`config.mk`:
```
export PLATFORM = sky130hd
export DESIGN_NAME = dac_channel_scheduler
export DESIGN_NICKNAME = d
export VERILOG_FILES = /design/src/rtl/dac_channel_scheduler.sv
export SDC_FILE = /design/constraint.sdc
export NUM_CORES = 1
export LEC_CHECK = 0
export BUFFER_PORTS_ARGS = -buffer_cell sky130_fd_sc_hd__buf_2
export CORE_MARGIN = 2
export CORE_UTILIZATION = 30
export CTS_CLUSTER_DIAMETER = 100
export DETAILED_ROUTE_END_ITERATION = 6
export GPL_TIMING_DRIVEN = 1
export SLEW_MARGIN = 0
export SYNTH_ARGS = -nofsm -noshare
export SYNTH_HDL_FRONTEND = slang
export SYNTH_SLANG_ARGS = --single-unit
```
`constraint.sdc`:
```
create_clock -name clk -period 4 [get_ports clk]
set_clock_uncertainty 0.15 [all_clocks]
set_input_delay 0.4 -clock clk [delete_from_list [all_inputs] [get_ports clk]]
set_output_delay 0.4 -clock clk [all_outputs]
set_load 0.01 [all_outputs]
```
`src/rtl/dac_channel_scheduler.sv`:
```
`default_nettype none
// ============================================================================
// Module   : dac_channel_scheduler
// Brief    : Round-robin scheduler sharing one LTC2624 quad-DAC SPI link among
//            four sample sources. It builds the 32-bit write-and-update frame,
//            shifts it out MSB first and sequences the power-up dac_clr pulse.
// Revision : 1.0  initial release
// ============================================================================
module dac_channel_scheduler #(
   parameter int CLK_DIV    = 2,   // clk cycles per spi_sck half-period
   parameter int GAP_CYCLES = 4,   // clk cycles dac_cs held high between frames
   parameter int CLR_CYCLES = 8    // clk cycles dac_clr held low after reset
) (
   input  logic        clk,
   input  logic        rst,
   input  logic [3:0]  ch_valid,
   input  logic [47:0] ch_data,
   output logic [3:0]  ch_ready,
   output logic        spi_mosi,
   output logic        spi_sck,
   output logic        dac_cs,
   output logic        dac_clr,
   output logic        busy,
   output logic        frame_done
);

   // One shared counter serves CLEAR, the SCK half-period divider and GAP,
   // so it is sized for the largest of the three terminal counts.
   localparam int C_MAX_AB  = (CLR_CYCLES > GAP_CYCLES) ? CLR_CYCLES : GAP_CYCLES;
   localparam int C_CNT_MAX = (C_MAX_AB > CLK_DIV) ? C_MAX_AB : CLK_DIV;
   localparam int C_CNT_W   = $clog2(C_CNT_MAX + 1);

   typedef enum logic [2:0] {
      S_CLEAR = 3'd0,
      S_IDLE  = 3'd1,
      S_LOAD  = 3'd2,
      S_SHIFT = 3'd3,
      S_GAP   = 3'd4
   } state_t;

   state_t               r_state;
   state_t               w_state_nxt;
   logic [C_CNT_W-1:0]   r_cnt;
   logic [5:0]           r_edge;      // sck edges emitted in this frame (0..63)
   logic                 r_sck;
   logic                 r_mosi;
   logic [31:0]          r_shift;
   logic [1:0]           r_rr_ptr;    // last granted channel

   logic                 w_any;
   logic [1:0]           w_gnt_idx;
   logic [1:0]           w_scan;
   logic [11:0]          w_sample;
   logic [31:0]          w_frame;
   logic                 w_last_clr;
   logic                 w_div_end;
   logic                 w_last_edge;
   logic                 w_gap_end;

   assign w_last_clr  = (r_cnt == C_CNT_W'(CLR_CYCLES - 1));
   assign w_div_end   = (r_cnt == C_CNT_W'(CLK_DIV - 1));
   assign w_gap_end   = (r_cnt == C_CNT_W'(GAP_CYCLES - 1));
   assign w_last_edge = (r_edge == 6'd63);

   // Round-robin pick: first valid channel after the last granted one.
   always_comb begin
      w_any     = 1'b0;
      w_gnt_idx = 2'd0;
      w_scan    = 2'd0;
      for (int k = 1; k <= 4; k++) begin
         w_scan = r_rr_ptr + 2'(k);
         if (!w_any && ch_valid[w_scan]) begin
            w_any     = 1'b1;
            w_gnt_idx = w_scan;
         end
      end
   end

   // Select the granted sample and assemble the write-and-update frame.
   always_comb begin
      w_sample = ch_data[11:0];
      case (w_gnt_idx)
         2'd0: w_sample = ch_data[11:0];
         2'd1: w_sample = ch_data[23:12];
         2'd2: w_sample = ch_data[35:24];
         2'd3: w_sample = ch_data[47:36];
         default: w_sample = ch_data[11:0];
      endcase
      w_frame = {8'h00, 4'b0011, 2'b00, w_gnt_idx, w_sample, 4'h0};
   end

   // State register; reset restarts the clear sequence and aborts any frame.
   always_ff @(posedge clk or posedge rst) begin
      if (rst) r_state <= S_CLEAR;
      else     r_state <= w_state_nxt;
   end

   // Next-state logic and state-decoded outputs.
   always_comb begin
      w_state_nxt = r_state;
      dac_clr     = 1'b1;
      dac_cs      = 1'b1;
      busy        = 1'b1;
      frame_done  = 1'b0;
      ch_ready    = 4'b0000;
      case (r_state)
         S_CLEAR: begin
            dac_clr = 1'b0;
            if (w_last_clr) w_state_nxt = S_IDLE;
         end
         S_IDLE: begin
            busy = 1'b0;
            if (w_any) begin
               ch_ready    = 4'b0001 << w_gnt_idx;
               w_state_nxt = S_LOAD;
            end
         end
         S_LOAD: begin
            w_state_nxt = S_SHIFT;
         end
         S_SHIFT: begin
            dac_cs = 1'b0;
            if (w_div_end && w_last_edge) w_state_nxt = S_GAP;
         end
         S_GAP: begin
            frame_done = (r_cnt == '0);
            if (w_gap_end) w_state_nxt = S_IDLE;
         end
         default: w_state_nxt = S_CLEAR;
      endcase
   end

   // Counters, arbitration pointer and SPI shift datapath.
   always_ff @(posedge clk or posedge rst) begin
      if (rst) begin
         r_cnt    <= '0;
         r_edge   <= 6'd0;
         r_sck    <= 1'b0;
         r_mosi   <= 1'b0;
         r_shift  <= 32'd0;
         r_rr_ptr <= 2'd3;
      end else begin
         case (r_state)
            S_CLEAR: begin
               r_cnt <= w_last_clr ? '0 : r_cnt + C_CNT_W'(1);
            end
            S_IDLE: begin
               r_cnt  <= '0;
               r_edge <= 6'd0;
               r_sck  <= 1'b0;
               if (w_any) begin
                  r_shift  <= w_frame;
                  r_mosi   <= w_frame[31];
                  r_rr_ptr <= w_gnt_idx;
               end else begin
                  r_mosi <= 1'b0;
               end
            end
            S_LOAD: begin
               r_cnt <= '0;
            end
            S_SHIFT: begin
               if (w_div_end) begin
                  r_cnt  <= '0;
                  r_sck  <= ~r_sck;
                  r_edge <= w_last_edge ? 6'd0 : r_edge + 6'd1;
                  // Data advances only on a falling edge; the last one parks mosi low.
                  if (r_sck) begin
                     r_shift <= {r_shift[30:0], 1'b0};
                     r_mosi  <= w_last_edge ? 1'b0 : r_shift[30];
                  end
               end else begin
                  r_cnt <= r_cnt + C_CNT_W'(1);
               end
            end
            S_GAP: begin
               r_cnt  <= w_gap_end ? '0 : r_cnt + C_CNT_W'(1);
               r_sck  <= 1'b0;
               r_mosi <= 1'b0;
            end
            default: begin
               r_cnt <= '0;
            end
         endcase
      end
   end

   assign spi_sck  = r_sck;
   assign spi_mosi = r_mosi;

endmodule
`default_nettype wire
```
==> PnR_summary.wiki <==
{| class="wikitable"
! Metric !! Value
|-
| Run status || completed
|-
| Crit. End Element || output port
|-
| Power per Cell Area || about 270 nW/um^2
|-
| Row cnt || 34
|-
| Max_cap viols || 0
|-
| Clock tree root buffer cell || sky130_fd_sc_hd__clkbuf_8
|-
| Clock slew seen by the registers of the worst setup and hold paths || 0.09 ns
|-
| Post-synth ARST share || 1.00
|-
| Largest area contributor in the synthesized netlist || sky130_fd_sc_hd__dfrtp_1
|-
| Number of cells in the finished layout apart from fillers || about 450
|-
| Vias post-DR || 2,399
|-
| Number of antenna violations at the first check in global routing || 0
|-
| Routability congestion estimate || between 0.7 and 0.8
|-
| HP Class || input port to async pin
|-
| Worst reg-to-reg setup slack || 1.50 ns
|-
| Number of search-and-repair iterations in the first detailed-routing pass || 4
|-
| Number of remaining DRC errors || 0
|-
| Most frequent cells in the layout || sky130_fd_sc_hd__buf_2, sky130_fd_sc_hd__dfrtp_1, sky130_fd_sc_hd__nand2_1, sky130_fd_sc_hd__nor2_1, sky130_fd_sc_hd__o21ai_0
|-
| Final-report max-slew violation count || 0
|-
| Fraction of final layout cells with drive strength greater than 1 || 0.271
|-
| Proportion of synthesized chip area in sequential cells || 0.409
|-
| Setup CP Type || flip-flop to output port
|-
| Setup TNS after final layout || 0 ns
|-
| Post-Place Cells || 440
|-
| ANT nets after route || 0
|-
| I/O pin count || 64
|-
| Buffers on Ports || 63
|-
| Min setup slack post-route || 1.33 ns
|-
| Highest clock frequency the design can meet || 375 MHz
|-
| Signed area change from the synthesized netlist to the final layout || 17.3%
|-
| Unrepaired setup endpoints after global routing || no
|-
| Post-Route Utilization || 0.363
|-
| Setup crit start || r_state[1]
|-
| Tmin final || roughly 2.7 ns
|-
| Flop and latch count out of synthesis || 44
|-
| Combined global-route utilization of all metal layers || 0.142
|-
| Via count of the first global-routing pass || ~2,300
|-
| NumNets Final || approximately 400
|-
| Number of enable flip-flop cells after synthesis || 0
|-
| H-tree depth || 2
|-
| Vert. Die Dim || 98.8 microns
|-
| Area share of the largest cell type after synthesis || 0.390
|-
| Largest net degree at the start of global routing || 45
|-
| Synthesis Warnings || 0
|-
| Cts hold-fix bufs || 0
|-
| Area used by sequential logic in the layout || approximately 1100 sq um
|-
| Multi-input combinational cell area || 1460 sq um
|-
| Final wirelength || between 6000 and 7000 microns
|-
| CTS max path bufs || 2
|-
| Required time at the worst-slack endpoint || around 3.5 ns
|-
| Crit path cell chain || nor3b_2 -> nand2_1 -> nor3_1 -> buf_2
|-
| Via/cell ratio || ~5.4
|-
| Overall overflow remaining after global route || 0
|-
| First-pass GRT wire length || between 10,000 and 15,000 microns
|-
| Crit Reg-Reg Endpoint || r_shift[7]
|-
| HPWL after detailed placement || about 5000 microns
|-
| Count of unique library cells instantiated by Yosys || 51
|-
| Critical path launch point type || flip-flop
|-
| Synthesized area per cell || ~9.4 sq um
|-
| Cells on worst reg2reg path || 7
|-
| Most common cell after layout, fill and taps aside || sky130_fd_sc_hd__buf_2
|-
| Number of buffers added by the clock tree synthesis step || 5
|-
| Worst-skew pair later-pin latency || 0.29 ns
|-
| Max Fanout on Critical Path || 14
|-
| Synth Net Count || 346
|-
| IR Drop Worst-Case VDD || 0.000140 V
|-
| Diode insertion count for antenna repair || 0
|-
| Final setup vio count || 0
|-
| Floorplan die area || approximately 10000 sq um
|-
| CP endpoint || ch_ready[1]
|-
| Initial core utilization || 0.309
|-
| Final Hold Fails || 0
|-
| Number of cells produced by synthesis || roughly 290
|-
| Minimum setup slack after placement || around 1.4 ns
|-
| Synth Flop Type || sky130_fd_sc_hd__dfrtp_1
|-
| Critical path's largest stage delay || ~0.57 ns
|-
| Die outline width || between 90 and 100 microns
|-
| Post-synthesis instance area || between 2000 and 3000 sq um
|-
| Total clock sinks || 44
|-
| Fill count || between 800 and 900
|-
| Max-Slew Margin vs Limit || 0.353
|-
| Signal arrival time at the worst endpoint || 2.12 ns
|-
| Starting DRT DRC Count || about 160
|-
| Max stage delay cell, worst path || sky130_fd_sc_hd__nor3b_2
|-
| Total setup buffers inserted after CTS || 0
|-
| Standard cell core area || slightly below 9000 sq um
|-
| Wire length per cell after detailed routing || 15.2 microns
|-
| Post-CTS sizing || 0
|-
| Measured slew at the worst slew-check pin || about 0.97 ns
|-
| Lkg Pwr || 1.49 nW
|-
| Startpoint of the most critical register-to-register path || r_cnt[1]
|-
| Worst hold slack across all endpoints || 0.0871 ns
|-
| Clock tree from TritonCTS || yes
|-
| Share of the clock period used by the worst path || 0.667
|-
| Synth area leaders || sky130_fd_sc_hd__dfrtp_1, sky130_fd_sc_hd__a221oi_2, sky130_fd_sc_hd__a22o_1
|}
-- cells in the mapped netlist (2+ instances only) --
cell type and number:
sky130_fd_sc_hd__and3_1 10, sky130_fd_sc_hd__nor2b_1 4, sky130_fd_sc_hd__buf_2 14, sky130_fd_sc_hd__nand2b_1 3, sky130_fd_sc_hd__nor2_1 18, sky130_fd_sc_hd__o221ai_1 3, sky130_fd_sc_hd__dfrtp_1 42, sky130_fd_sc_hd__a21oi_1 12
sky130_fd_sc_hd__nand2_1 26, sky130_fd_sc_hd__ha_1 4, sky130_fd_sc_hd__nor3b_2 2, sky130_fd_sc_hd__xor2_1 4, sky130_fd_sc_hd__a21o_1 10, sky130_fd_sc_hd__a22o_1 13, sky130_fd_sc_hd__o21ai_1 8, sky130_fd_sc_hd__nor3_1 2
sky130_fd_sc_hd__o21ai_0 17, sky130_fd_sc_hd__clkbuf_1 4, sky130_fd_sc_hd__a32o_1 2, sky130_fd_sc_hd__or3_1 9, sky130_fd_sc_hd__a31o_2 2, sky130_fd_sc_hd__nor3b_1 2, sky130_fd_sc_hd__o31ai_1 3, sky130_fd_sc_hd__and3b_1 3
sky130_fd_sc_hd__nand3b_1 3, sky130_fd_sc_hd__a31oi_1 12, sky130_fd_sc_hd__a221oi_2 8, sky130_fd_sc_hd__o22a_1 2, sky130_fd_sc_hd__dfstp_2 2, sky130_fd_sc_hd__inv_1 6, sky130_fd_sc_hd__or2_1 2, sky130_fd_sc_hd__a211oi_1 5
sky130_fd_sc_hd__nand3_1 13
-- final cells by class --
| type | instances | share of cell area |
|---|---|---|
| Sequential cell | 44 | 0.349 |
| Timing Repair Buffer | 65 | 0.104 |
| Inverter | 7 | 0.00831 |
| Tap cell | 108 | 0.0427 |
| Clock buffer | 6 | 0.0229 |
| Multi-Input combinational cell | 216 | 0.462 |
| Clock inverter | 2 | 0.0111 |
-- stage by stage --
| step | cell area, sq um | power, mW |
|---|---|---|
| after global placement | 3060 | 0.532 |
| after floorplan | 2700 | 0.493 |
| final | 3160 | 0.862 |
| after global routing | 3160 | 0.904 |
| after CTS | 3160 | 0.873 |
| after detailed placement | 3060 | 0.533 |
-- routing by layer --
metal	wire length, microns	GRT usage	up-vias	share of wire
li1	-	-	1185	-
met1	3330	0.196	1151	0.49
met2	3190	0.230	57	0.47
met3	246	0.0255	6	0.036
met4	63	0.0369	0	0.0092
met5	0	0	-	0
-- worst max-delay path, delay by kind of cell (launching register included) --
family | cells | cell delay (ns)
buf+inv | 1 | 0.16
flops | 1 | 0.53
simple gates | 3 | 1.13
-- state kept, by name, indices dropped and copies added, names as in the netlist --
| signal | cells |
|---|---|
| r_cnt | 4 |
| r_rr_ptr | 2 |
| r_state | 3 |
| r_shift | 27 |
| spi_mosi | 1 |
| spi_sck | 1 |
| r_edge | 6 |
-- kinds of logic after synthesis --
kind of cell | share of synthesized area
adder cells (fa/ha/maj) | 0.0186
multiplexers | 0.00371
buffers and inverters | 0.0496
AND/OR/NAND/NOR | 0.202
AO/OA/AOI/OAI | 0.304
XOR/XNOR | 0.0130
flip-flops | 0.409
-- report_power, final --
part	switching [mW]	internal, mW
sequential	0	0.444
combinational	0.0454	0.0340
clock	0.152	0.186
total	0.198	0.664
-- how the worst min path moves through the flow --
stage,end,cells after the start
3_3_place_gp,r_shift[13],2
2_1_floorplan,r_shift[4],2
4_1_cts,r_edge[5],3
3_5_place_dp,r_shift[13],2
6_report,r_shift[18],3
5_1_grt,r_shift[20],3
No activity file was read; power rests on OpenSTA's default activity.
